File: src/rtl/reaction_timer_pkg.sv
// rtl/reaction_timer_pkg.sv - shared types and constants for the multi-player reaction timer
package reaction_timer_pkg;

  typedef enum logic [2:0] {
    IDLE      = 3'd0,
    WAIT_RAND = 3'd1,
    TIMING    = 3'd2,
    DONE      = 3'd3,
    FAULT     = 3'd4
  } state_t;

  localparam logic [7:0]  SSEG_DASH  = 8'hBF;
  localparam logic [7:0]  SSEG_BLANK = 8'hFF;
  localparam logic [15:0] LFSR_SEED  = 16'hACE1;

  // {dp,g,f,e,d,c,b,a}, active-low, indexed by BCD digit
  localparam logic [7:0] SSEG_TABLE [10] = '{
    8'hC0, 8'hF9, 8'hA4, 8'hB0, 8'h99,
    8'h92, 8'h82, 8'hF8, 8'h80, 8'h90
  };

endpackage

File: src/rtl/bcd_to_sseg.sv
// rtl/bcd_to_sseg.sv - one BCD digit to active-low seven-segment pattern
module bcd_to_sseg
  import reaction_timer_pkg::*;
(
  input  logic [3:0] bcd,
  output logic [7:0] seg
);

  always_comb begin
    seg = SSEG_BLANK;
    if (bcd < 4'd10) seg = SSEG_TABLE[bcd];
  end

endmodule

File: src/rtl/reaction_timer_multi.sv
// rtl/reaction_timer_multi.sv - N-player reaction timer with best-time record and false-start detection
module reaction_timer_multi
  import reaction_timer_pkg::*;
#(
  parameter int CLK_HZ       = 50000000,
  parameter int N_PLAYERS    = 2,
  parameter int DIGITS       = 4,
  parameter int DELAY_MIN_MS = 1000,
  parameter int DELAY_BITS   = 11
) (
  input  logic                   clk,
  input  logic                   reset,
  input  logic                   start,
  input  logic [N_PLAYERS-1:0]   stop,
  input  logic                   see_the_record,
  output logic                   led,
  output logic [N_PLAYERS-1:0]   winner,
  output logic                   false_start,
  output logic [8*DIGITS-1:0]    sseg
);

  localparam int TICK_DIV = CLK_HZ / 1000;
  localparam int PW       = (TICK_DIV > 1) ? $clog2(TICK_DIV) : 1;
  localparam int DW       = $clog2(DELAY_MIN_MS + (1 << DELAY_BITS) + 1);
  localparam int BW       = 4 * DIGITS;
  localparam logic [BW-1:0] ALL_NINES = {DIGITS{4'h9}};

  state_t               state, state_n;
  logic                 entry;
  logic [PW-1:0]        presc;
  logic                 tick;
  logic [15:0]          lfsr;
  logic [DW-1:0]        delay_ms, delay_seed;
  logic [BW-1:0]        cur, rec, cur_inc;
  logic                 inc_carry;
  logic [N_PLAYERS-1:0] stop_act, stop_first;
  logic                 stop_any;

  assign tick       = (presc == PW'(TICK_DIV - 1));
  assign delay_seed = DW'(DELAY_MIN_MS) + DW'(lfsr[DELAY_BITS-1:0]);
  assign stop_act   = ~stop;
  assign stop_any   = |stop_act;
  // isolate lowest set bit so simultaneous presses go to the lowest index
  assign stop_first = stop_act & ((~stop_act) + N_PLAYERS'(1));

  always_comb begin
    cur_inc   = cur;
    inc_carry = 1'b1;
    for (int i = 0; i < DIGITS; i++) begin
      if (inc_carry) begin
        if (cur[4*i +: 4] == 4'd9) begin
          cur_inc[4*i +: 4] = 4'd0;
        end else begin
          cur_inc[4*i +: 4] = cur[4*i +: 4] + 4'd1;
          inc_carry         = 1'b0;
        end
      end
    end
  end

  always_comb begin
    state_n = state;
    case (state)
      IDLE:      if (!start) state_n = WAIT_RAND;
      WAIT_RAND: begin
        if (stop_any) state_n = FAULT;
        else if (tick && delay_ms <= DW'(1)) state_n = TIMING;
      end
      TIMING: begin
        if (stop_any) state_n = DONE;
        else if (tick && cur_inc == ALL_NINES) state_n = DONE;
      end
      DONE:      if (!start) state_n = WAIT_RAND;
      FAULT:     if (!start) state_n = WAIT_RAND;
      default:   state_n = IDLE;
    endcase
  end

  always_ff @(posedge clk) begin
    if (reset) begin
      state    <= IDLE;
      entry    <= 1'b0;
      presc    <= '0;
      lfsr     <= LFSR_SEED;
      delay_ms <= '0;
      cur      <= '0;
      rec      <= ALL_NINES;
      winner   <= '0;
    end else begin
      state <= state_n;
      entry <= (state_n != state);
      lfsr  <= {lfsr[14:0], lfsr[15] ^ lfsr[13] ^ lfsr[12] ^ lfsr[10]};
      if (state_n != state || tick) presc <= '0;
      else                          presc <= presc + PW'(1);

      case (state)
        IDLE, DONE, FAULT: begin
          if (state_n == WAIT_RAND) begin
            delay_ms <= delay_seed;
            cur      <= '0;
            winner   <= '0;
          end
        end
        WAIT_RAND: if (tick && delay_ms != '0) delay_ms <= delay_ms - DW'(1);
        TIMING: begin
          if (stop_any)  winner <= stop_first;
          else if (tick) cur    <= cur_inc;
        end
        default: ;
      endcase

      // packed BCD orders like binary, so a plain compare is MSD-first
      if (state == DONE && entry && winner != '0 && cur < rec) rec <= cur;
    end
  end

  assign led         = (state == TIMING);
  assign false_start = (state == FAULT);

  genvar g;
  for (g = 0; g < DIGITS; g++) begin : g_digit
    logic [3:0] bcd;
    logic [7:0] seg;
    assign bcd = see_the_record ? rec[4*g +: 4] : cur[4*g +: 4];
    bcd_to_sseg u_dec (.bcd(bcd), .seg(seg));
    assign sseg[8*g +: 8] = (!see_the_record && state == FAULT) ? SSEG_DASH : seg;
  end

endmodule

File: config.mk
export PLATFORM = sky130hd
export DESIGN_NAME = reaction_timer_multi
export DESIGN_NICKNAME = d
export VERILOG_FILES = /design/src/rtl/reaction_timer_pkg.sv /design/src/rtl/bcd_to_sseg.sv /design/src/rtl/reaction_timer_multi.sv
export SDC_FILE = /design/constraint.sdc
export NUM_CORES = 1
export LEC_CHECK = 0
export CAP_MARGIN = 40
export CORE_ASPECT_RATIO = 0.7
export CORE_MARGIN = 2
export CORE_UTILIZATION = 65
export DETAILED_ROUTE_END_ITERATION = 7
export DONT_BUFFER_PORTS = 1
export PLACE_DENSITY = 0.81
export SYNTH_ARGS = -nofsm -noshare
export SYNTH_HDL_FRONTEND = slang
export SYNTH_HIERARCHICAL = 1
export SYNTH_SLANG_ARGS = --single-unit
File: constraint.sdc
create_clock -name clk -period 2.7 [get_ports clk]
set_input_delay 0.405 -clock clk [delete_from_list [all_inputs] [get_ports clk]]
set_output_delay 0.405 -clock clk [all_outputs]
set_load 0.02 [all_outputs]
# Word-level counts from Yosys, hierarchy flattened
# Memories as Yosys holds them, arrays and structs flattened.
# Index checks and enable logic that the tools add are counted.
# Widths: inputs -> output; s select.
# op_classes
n_addsub	8
mul	0
div	0
magnitude_cmp	10
eq_ne	17
shift	0
n_mux	48
bitwise_logic	10
n_reduce_logical	20
# op_table
cell	count
$mux 8	16
$mux 16	3
$mux 4	11
$eq 16x16->1 const B	2
$pmux 16 s2	1
$mux 12	2
$pmux 12 s2	1
$ge 5x5->1 const B	4
$not 4->5	4
$add 16x1->16 const B	1
$add 4x1->4 const B	4
$eq 4x4->1 const B	4
$lt 16x16->1	1
$lt 4x4->1 const B	4
$mux 3	5
$add 10x11->12 const A	1
$le 12x1->1 const B	1
$reduce_bool 12->1	1
$sub 12x1->12 const B	1
$pmux 3 s3	1
$logic_and 1x1->1	7
$eq 3x1->1 const B	2
$eq 3x2->1 const B	2
$ne 2x1->1 const B	3
other kinds (18)	31
# totals
ff_bits	82
latchBits	0
ram_bits	0
romBits	512
input_bits	6
memories	4
# mem_list
name	words	width	read_ports	rd_clocked_by_memory_dff	write_ports	line_no	rtl
(no name shown)	16	8	1	0	0	bcd_to_sseg.sv:11	if (bcd < 4'd10) seg = SSEG_TABLE[bcd];
(no name shown)	16	8	1	0	0	bcd_to_sseg.sv:11	
(no name shown)	16	8	1	0	0	bcd_to_sseg.sv:11	
(no name shown)	16	8	1	0	0	bcd_to_sseg.sv:11	

# Longest topological paths before layout
# Gate-level depths: netlist of the first run.
# depth
ltp_word	13
mapped_depth	9

# Cells and area by module
# The synthesis of the first run kept the hierarchy.
# modules_own_cells
mod	instances	cells_per_inst	area_each_um2	seq_area_each_um2
reaction_timer_multi	1	612	4859.7	1641.6
bcd_to_sseg	4	32	209.0	0.0

# Worst setup path before layout of the first run
# OpenSTA, ideal clock, no wires.
# synth_path
path_kind	register to output
start	reg cur[1]
end	out sseg[0]
arrival_ns	2.167
t_required_ns	2.295
path_slack_ns	0.128
stages_incl_launch_ff	10
n_path_buf	1
path_cell_list	dfxtp_1 clkbuf_1 inv_1 o21ai_0 inv_1 ha_1 or2_1 a21oi_2 nor2_1 or2_2
# synth_between
elab_chain_len	7
elab_cells_between_ends	8
cone_classes	order compare: 1; mux: 5; bitwise: 1; memory: 1
# synth_rtl
element	line_no	rtl
start, declared	reaction_timer_multi.sv:34	logic [BW-1:0] cur, rec, cur_inc;
start signal, assigned	reaction_timer_multi.sv:107	else if (tick) cur <= cur_inc;
$mux 4 (*)	reaction_timer_multi.sv:124	assign bcd = see_the_record ? rec[4*g +: 4] : cur[4*g +: 4];
net g_digit[0].bcd[1]	reaction_timer_multi.sv:122	logic [3:0] bcd;
$not 4->5 (implied by the code)	bcd_to_sseg.sv:11	
$mem_v2 16x8	--	
$mux 8 (implied by the code) (2 in series)	bcd_to_sseg.sv:11	
$mux 8 (*)	bcd_to_sseg.sv:11	
net g_digit[0].seg[0]	reaction_timer_multi.sv:123	logic [7:0] seg;
$mux 8 (*)	reaction_timer_multi.sv:126	assign sseg[8*g +: 8] = (!see_the_record && state == FAULT) ? SSEG_DASH : seg;
end, declared	reaction_timer_multi.sv:19	output logic [8*DIGITS-1:0] sseg
# Mark *: on every way through the listed nets, which the timed path passes. The rest lies on a longest branch. The select of a mux whose other input is x is not followed.

# Worst setup path after layout of the first run
# layout_path
start	reg presc[4]
end	reg cur[12]
# layout_between
elab_chain_len	8
elab_cells_between_ends	12
cone_classes	eq/ne: 4; mux: 5; reduce/logical: 3
# layout_rtl
element	line_no	rtl
start, declared	reaction_timer_multi.sv:30	logic [PW-1:0] presc;
start signal, assigned	reaction_timer_multi.sv:94	else presc <= presc + PW'(1);
$eq 16x16->1 (*)	reaction_timer_multi.sv:39	assign tick = (presc == PW'(TICK_DIV - 1));
$logic_and 1x1->1, on equally long branches	reaction_timer_multi.sv:71, reaction_timer_multi.sv:67	
$mux 3, on equally long branches	reaction_timer_multi.sv:71, reaction_timer_multi.sv:67	
$mux 3, on equally long branches	reaction_timer_multi.sv:70, reaction_timer_multi.sv:66	
$pmux 3 s3	reaction_timer_multi.sv:63	case (state)
$eq 3x1->1	reaction_timer_multi.sv:98	if (state_n == WAIT_RAND) begin
$ne 2x1->1 (no line)	--	
$reduce_and 4->1 (no line) (*)	--	
# Mark *: on every way between the ends. The rest lies on a longest branch, timed or not.
# A chain may end at the register's enable or synchronous reset.

==> flow_summary_export.csv, run 1 <==
group,metric,value,unit
floorplan,dieArea,9540,um^2
yosys,yosys-top-cells-area,"dfxtp_1, ha_1, a21oi_1, nor2_1, or2_2",
power_and_ir_drop,internal_power,2170,uW
sta,max_freq,0.386,GHz
yosys,yosysTopAreaCellShare,0.288,
power_and_ir_drop,p_leak,0.00246,uW
floorplan,start_util,0.672,
placed_design,gp_congestion,0.894,
clock_tree,cts_tree,"yes",
sta,setup_violations,0,
yosys,synth_area_leader_cell,"dfxtp_1",
sta,setup-tns-final,0,ns
job,cap_violations,0,
sta,finalHoldViolations,0,
global_routing,grt_max_degree,70,
status,outcome,"finished, final reports clean",
route,route.detailed.drc,0,
critical_path,start_kind,"register",
placed_design,dp_slack,0.0634,ns
yosys,syn_nets,785,
yosys,ys_ff_latch,82,
floorplan,rows,28,
clock_tree,cts_resized,1,
yosys,synth_edf_count,0,
power_and_ir_drop,clkPwrFrac,0.430,
yosys,synthCells,740,
global_routing,grt_pass1_vias,4599,
yosys,synthesis.area,5700,um^2
critical_path,required,2.95,ns
yosys,ys_types,64,
route,ant_nets,0,
critical_path,cp.arrival,2.84,ns
floorplan,io_pins,42,
critical_path,crit_fanout,12,
route,wirelength,13000,um
clock_tree,cts_hold_buf,0,
clock_tree,clockBufferDepth,2,
route,avgViaCountPerCell,6.04,
power_and_ir_drop,combPwrFrac,0.133,
yosys,yosys_most_used_dff,"dfxtp_1",
placed_design,hpwl,9150,um
layout,layout-drive-gt1-share,0.148,
yosys,async_flop_share,0,
power_and_ir_drop,seqPwrFrac,0.437,
layout,layout_common_cells,"dfxtp_1, nor2_1, a21oi_1",
critical_path,critPathKind,"reg2reg",
layout,diodes,0,
global_routing,antenna_found_initial,0,
route,drt_iter0_drc,592,
route,vias,5164,
sta,setup_slack,0.106,ns
floorplan,die-width,116,um
placed_design,dp.cells,839,
layout,final_area,6140,um^2
sta,slew_violations,0,
layout,nets,775,
power_and_ir_drop,power_switching,769,uW
min_path,hp-class,"in2reg",
clock_tree,clk_latency,0.35,ns
layout,utilization,0.724,
global_routing,grt_use_total,0.279,
global_routing,overflow,0,
sta,maxSlewHeadroom,0.601,
placed_design,numPortBuffers,0,
layout,stdcell_count,855,
floorplan,coreArea,8480,um^2
clock_tree,clk_pin_slew,0.06,ns
layout,fill_cells,650,
sta,clock_skew,0.00676,ns
sta,worst_pin_slew,0.591,ns
global_routing,grt_pass1_wl,21400,um
route,first_pass_iters,5,
yosys,ys.warnings.count,6,
critical_path,endpoint_kind,"register",
clock_tree,cts-root-buf,"clkbuf_16",
yosys,seq_area_frac_synth,0.288,
layout,final_common_cell,"dfxtp_1",
sta,fin_crit,2.59,ns
power_and_ir_drop,peakVddDrop,0.000479,V
power_and_ir_drop,sw_frac_of_total,0.261,
sta,timing.final.crit_share,0.961,
yosys,synth_area_per_cell,7.70,um^2
placed_design,place_area,5820,um^2
clock_tree,cts_max_level,3,
route,wl_per_cell,15.2,um
clock_tree,cts_setup_buffers,0,
power_and_ir_drop,p_per_area,479,nW/um^2
floorplan,fp.dieH,82.3,um
clock_tree,clock-sinks,82,
clock_tree,cts_made_buffers,9,
layout,area_growth,7.82,%
cell type report:
class	count	area, um^2	area share
clock buffers	12	256	0.0418
inverters	48	180	0.0293
repair buffers	29	218	0.0355
flip-flops and latches	82	1640	0.268
clock inverters	4	50.0	0.00815
well taps	120	150	0.0244
multi-input cells	560	3640	0.593
synthesized netlist by cell type (4+ instances only):
master / count
or2_2: 40
a32oi_1: 4
nor4_1: 7
nor3b_1: 6
clkbuf_1: 36
mux2i_1: 18
buf_4: 4
or2_1: 4
a22oi_1: 4
nor2b_1: 21
mux2_2: 12
inv_1: 47
a21oi_1: 54
o21ai_0: 39
buf_2: 6
conb_1: 4
buf_6: 4
nand4_1: 8
nor2_1: 71
a211oi_1: 5
and2_1: 7
xor2_1: 16
o32ai_1: 4
dfxtp_1: 82
nor3_1: 26
xnor2_1: 13
a31oi_1: 17
or4_1: 5
o31ai_1: 4
ha_1: 39
nand3_1: 16
nand2b_1: 14
nand2_1: 52
a21oi_2: 4
per-layer routing:
metal,vias up,GRT usage,wire [um]
li1,2543,-,-
met1,2417,0.386,6020
met2,182,0.447,5900
met3,22,0.0584,900
met4,0,0.0726,143
met5,-,0,0
power by group through the flow:
stage	registers, uW	clock network, uW	logic, uW
floorplan	1300	0	343
global placement	1310	0	373
detailed placement	1310	0	383
CTS	1280	1270	386
global route	1290	1320	432
finish	1290	1270	392
worst max-delay path: stages (launching register included):
cell and delay (ns):
dfxtp_1 0.35, or4_1 0.57, or4_1 0.57, buf_4 0.20, nor3_1 0.20, buf_4 0.23, a31oi_1 0.11, a211oi_1 0.26
kinds of logic (layout without fill, tap and decap cells):
kind of cell             count (synthesis)  count (layout)  share of synthesized area
multiplexers                            30              30                     0.0554
adder cells (fa/ha/maj)                 39              39                     0.0857
XOR/XNOR                                29              29                     0.0446
flip-flops                              82              82                      0.288
AO/OA/AOI/OAI                          161             161                      0.175
buffers and inverters                   98              93                     0.0738
other                                    4               4                    0.00264
AND/OR/NAND/NOR                        297             297                      0.274
registers in the layout, summed over array words and instances, names as in the netlist:
name / flops
delay_ms: 12
presc: 16
entry: 1
lfsr: 16
state: 3
rec: 16
cur: 16
winner: 2
through the flow:
stage                     power, uW  hold slack [ns]
after global routing           3050            0.116
after detailed placement       1690            0.399
after global placement         1680            0.397
after floorplan                1640            0.389
after CTS                      2940            0.124
final                          2940            0.122
final timing paths:
path,from,endpoint,slack [ns],cells past startpoint
max,presc[4],cur[12],0.11,7
min,reset,lfsr[14],0.12,1
max reg2reg,presc[4],cur[12],0.11,7
min reg2reg,lfsr[14],lfsr[15],0.41,1
No activity file was read; power rests on OpenSTA's default activity.
==> run 2: changes to the inputs <==
Settings changed: ABC_AREA from default to 1, CTS_BUF_LIST from default to sky130_fd_sc_hd__clkbuf_8.
==> flow_summary_export.csv, run 2 <==
group,metric,value,unit
layout,fill_cells,695,
min_path,holdPathStages,1,
clock_tree,cts_max_level,3,
critical_path,start_kind,"register",
sta,timing.final.crit_share,0.929,
floorplan,rows,28,
layout,final_common_cell,"nand2_1",
yosys,ys_ff_latch,82,
yosys,ys_types,41,
floorplan,fp.dieH,83.0,um
critical_path,endpoint_kind,"primary output",
layout,layout_common_cells,"nand2_1, inv_1, nor2_1",
sta,fin_hold_ws,0.0874,ns
layout,nets,1015,
yosys,synth_common_cells,"nand2_1, inv_1, nor2_1",
yosys,ys.warnings.count,6,
global_routing,grt_max_degree,37,
clock_tree,cts_tree,"yes",
clock_tree,clk_pin_slew,0.09,ns
yosys,yosys-top-cells-area,"dfxtp_1, nand2_1, inv_1, nor2_1, ha_1",
job,cap_violations,0,
sta,maxSlewHeadroom,0.623,
power_and_ir_drop,p_per_area,470,nW/um^2
yosys,seq_area_frac_synth,0.283,
sta,finalHoldViolations,0,
global_routing,overflow,0,
min_path,hp-class,"in2reg",
placed_design,numPortBuffers,0,
layout,diodes,0,
yosys,synthCells,949,
yosys,synth_area_leader_cell,"dfxtp_1",
yosys,synth_area_per_cell,6.11,um^2
critical_path,r2r_slack,0.22,ns
critical_path,r2r-start,"cur[6]",
sta,clock_skew,0.0108,ns
yosys,yosys_most_used_dff,"dfxtp_1",
sta,max_freq,0.399,GHz
power_and_ir_drop,internal_power,1960,uW
critical_path,cp_slowest_cell,"dfxtp_2",
route,vias,5800,
critical_path,path_cells,"clkinv_1, o21ai_0, inv_1, ha_1, nand2_1, nand3_1, nand2_1, inv_1, nand2_1, buf_4",
yosys,async_flop_share,0,
route,drt_iter0_drc,497,
clock_tree,clockBufferDepth,2,
route,avgViaCountPerCell,5.30,
clock_tree,clock-sinks,82,
power_and_ir_drop,sw_frac_of_total,0.341,
layout,layout-drive-gt1-share,0.0954,
min_path,worstHoldStart,"reset",
yosys,yosysTopAreaCellShare,0.283,
power_and_ir_drop,peakVddDrop,0.000299,V
floorplan,dieArea,9700,um^2
critical_path,crit_family,"buffers and inverters",
clock_tree,cts_setup_buffers,0,
route,ant_nets,0,
clock_tree,cts_made_buffers,9,
yosys,syn_nets,994,
global_routing,grt_pass1_wl,23500,um
floorplan,start_util,0.678,
global_routing,grt_use_total,0.291,
route,wirelength,13500,um
critical_path,critPathMaxStageDelay,0.43,ns
min_path,min_to,"lfsr[2]",
route,wl_per_cell,12.4,um
placed_design,hpwl,10100,um
critical_path,critPathKind,"reg2out",
route,first_pass_iters,8,
critical_path,required,2.30,ns
critical_path,ff2ff_path_depth,18,
placed_design,place_area,6110,um^2
clock_tree,cts_hold_buf,0,
layout,utilization,0.740,
global_routing,antenna_found_initial,0,
sta,slew_violations,0,
yosys,synthesis.area,5790,um^2
power_and_ir_drop,combPwrFrac,0.254,
floorplan,coreArea,8550,um^2
global_routing,grt_pass1_vias,5209,
clock_tree,clk_latency,0.38,ns
critical_path,path_buf_inv,4,
yosys,yosysMostFrequentCell,"nand2_1",
critical_path,reg2reg_to,"delay_ms[10]",
yosys,synth_edf_count,0,
layout,final_area,6330,um^2
status,outcome,"finished, final reports clean",
critical_path,crit_fanout,9,
power_and_ir_drop,seqPwrFrac,0.454,
critical_path,crit_path_frequent_cell,"nand2_1",
sta,setup_violations,0,
route,route.detailed.drc,0,
critical_path,cp.arrival,2.10,ns
sta,worst_pin_slew,0.565,ns
placed_design,gp_congestion,0.918,
clock_tree,cts-root-buf,"clkbuf_8",
sta,fin_crit,2.51,ns
floorplan,die-width,117,um
power_and_ir_drop,power_switching,1010,uW
power_and_ir_drop,p_leak,0.00337,uW
power_and_ir_drop,clkPwrFrac,0.293,
clock_tree,cts_resized,2,
layout,area_growth,9.22,%
floorplan,io_pins,42,
## run 2: cell count changes after synthesis, moves of 14 or more
cell	delta
clkbuf_1	-18
nor2b_1	-21
a21oi_1	-20
inv_1	+95
nand2b_1	-14
nor2_1	+63
or2_2	-36
nand3_1	+52
mux2i_1	-18
nand2_1	+218
a31oi_1	-15
## run 2: cells by family (layout without fill, tap and decap cells)
kind of cell,after synthesis,in the layout,share of synthesized area
adders and majority gates,39,39,0.0842
buffers and inverters,185,211,0.126
AOI/OAI and AO/OA,110,110,0.109
and+or+nand+nor,509,509,0.365
DFF,82,82,0.283
xor gates and xnor gates,20,20,0.0302
other,4,4,0.00259
## run 2: area by class of cell
cell class / instances / area [um^2] / area share
Multi-Input combinational cell: 682 / 3450 / 0.544
Inverter: 154 / 578 / 0.0913
Tap cell: 120 / 150 / 0.0237
Clock inverter: 7 / 62.6 / 0.00989
Clock buffer: 9 / 124 / 0.0196
Sequential cell: 82 / 1650 / 0.260
Timing Repair Buffer: 41 / 320 / 0.0506
## run 2: power groups by stage
stage | logic [uW] | registers, uW | clock network, uW
floorplan | 571 | 1350 | 0
global placement | 713 | 1370 | 0
detailed placement | 739 | 1370 | 0
CTS | 744 | 1350 | 880
global route | 859 | 1360 | 935
finish | 755 | 1350 | 871
## run 2: stage by stage
step / total power (uW) / instances / TNS (ns) / worst slack (ns)
after CTS: 2970 / 1095 / 0 / 0.00887
after global routing: 3150 / 1095 / -0.00679 / -0.00679
after global placement: 2080 / 1079 / 0 / 0.322
after floorplan: 1920 / 949 / 0 / 0.480
after detailed placement: 2110 / 1079 / 0 / 0.148
final: 2980 / 1095 / 0 / 0.193
## run 2: layer usage
| metal | share of wire | global-route usage |
|---|---|---|
| met5 | 0 | 0 |
| met4 | 0.012 | 0.0727 |
| met3 | 0.062 | 0.0650 |
| met2 | 0.46 | 0.461 |
| met1 | 0.47 | 0.401 |
## run 2: how the worst max path moves through the flow
| stage | start | cells after the start | end |
|---|---|---|---|
| 2_1_floorplan | see_the_record | 9 | sseg[27] |
| 3_3_place_gp | cur[6] | 16 | delay_ms[7] |
| 3_5_place_dp | cur[6] | 18 | delay_ms[10] |
| 4_1_cts | cur[8] | 10 | sseg[19] |
| 5_1_grt | cur[6] | 18 | delay_ms[10] |
| 6_report | cur[9] | 10 | sseg[19] |
==> run 3: changes to the inputs <==
Settings changed: CTS_CLUSTER_DIAMETER from default to 80.
==> results of run 3 <==
No change in the layout: final DEF, timing and power equal those of run 2.
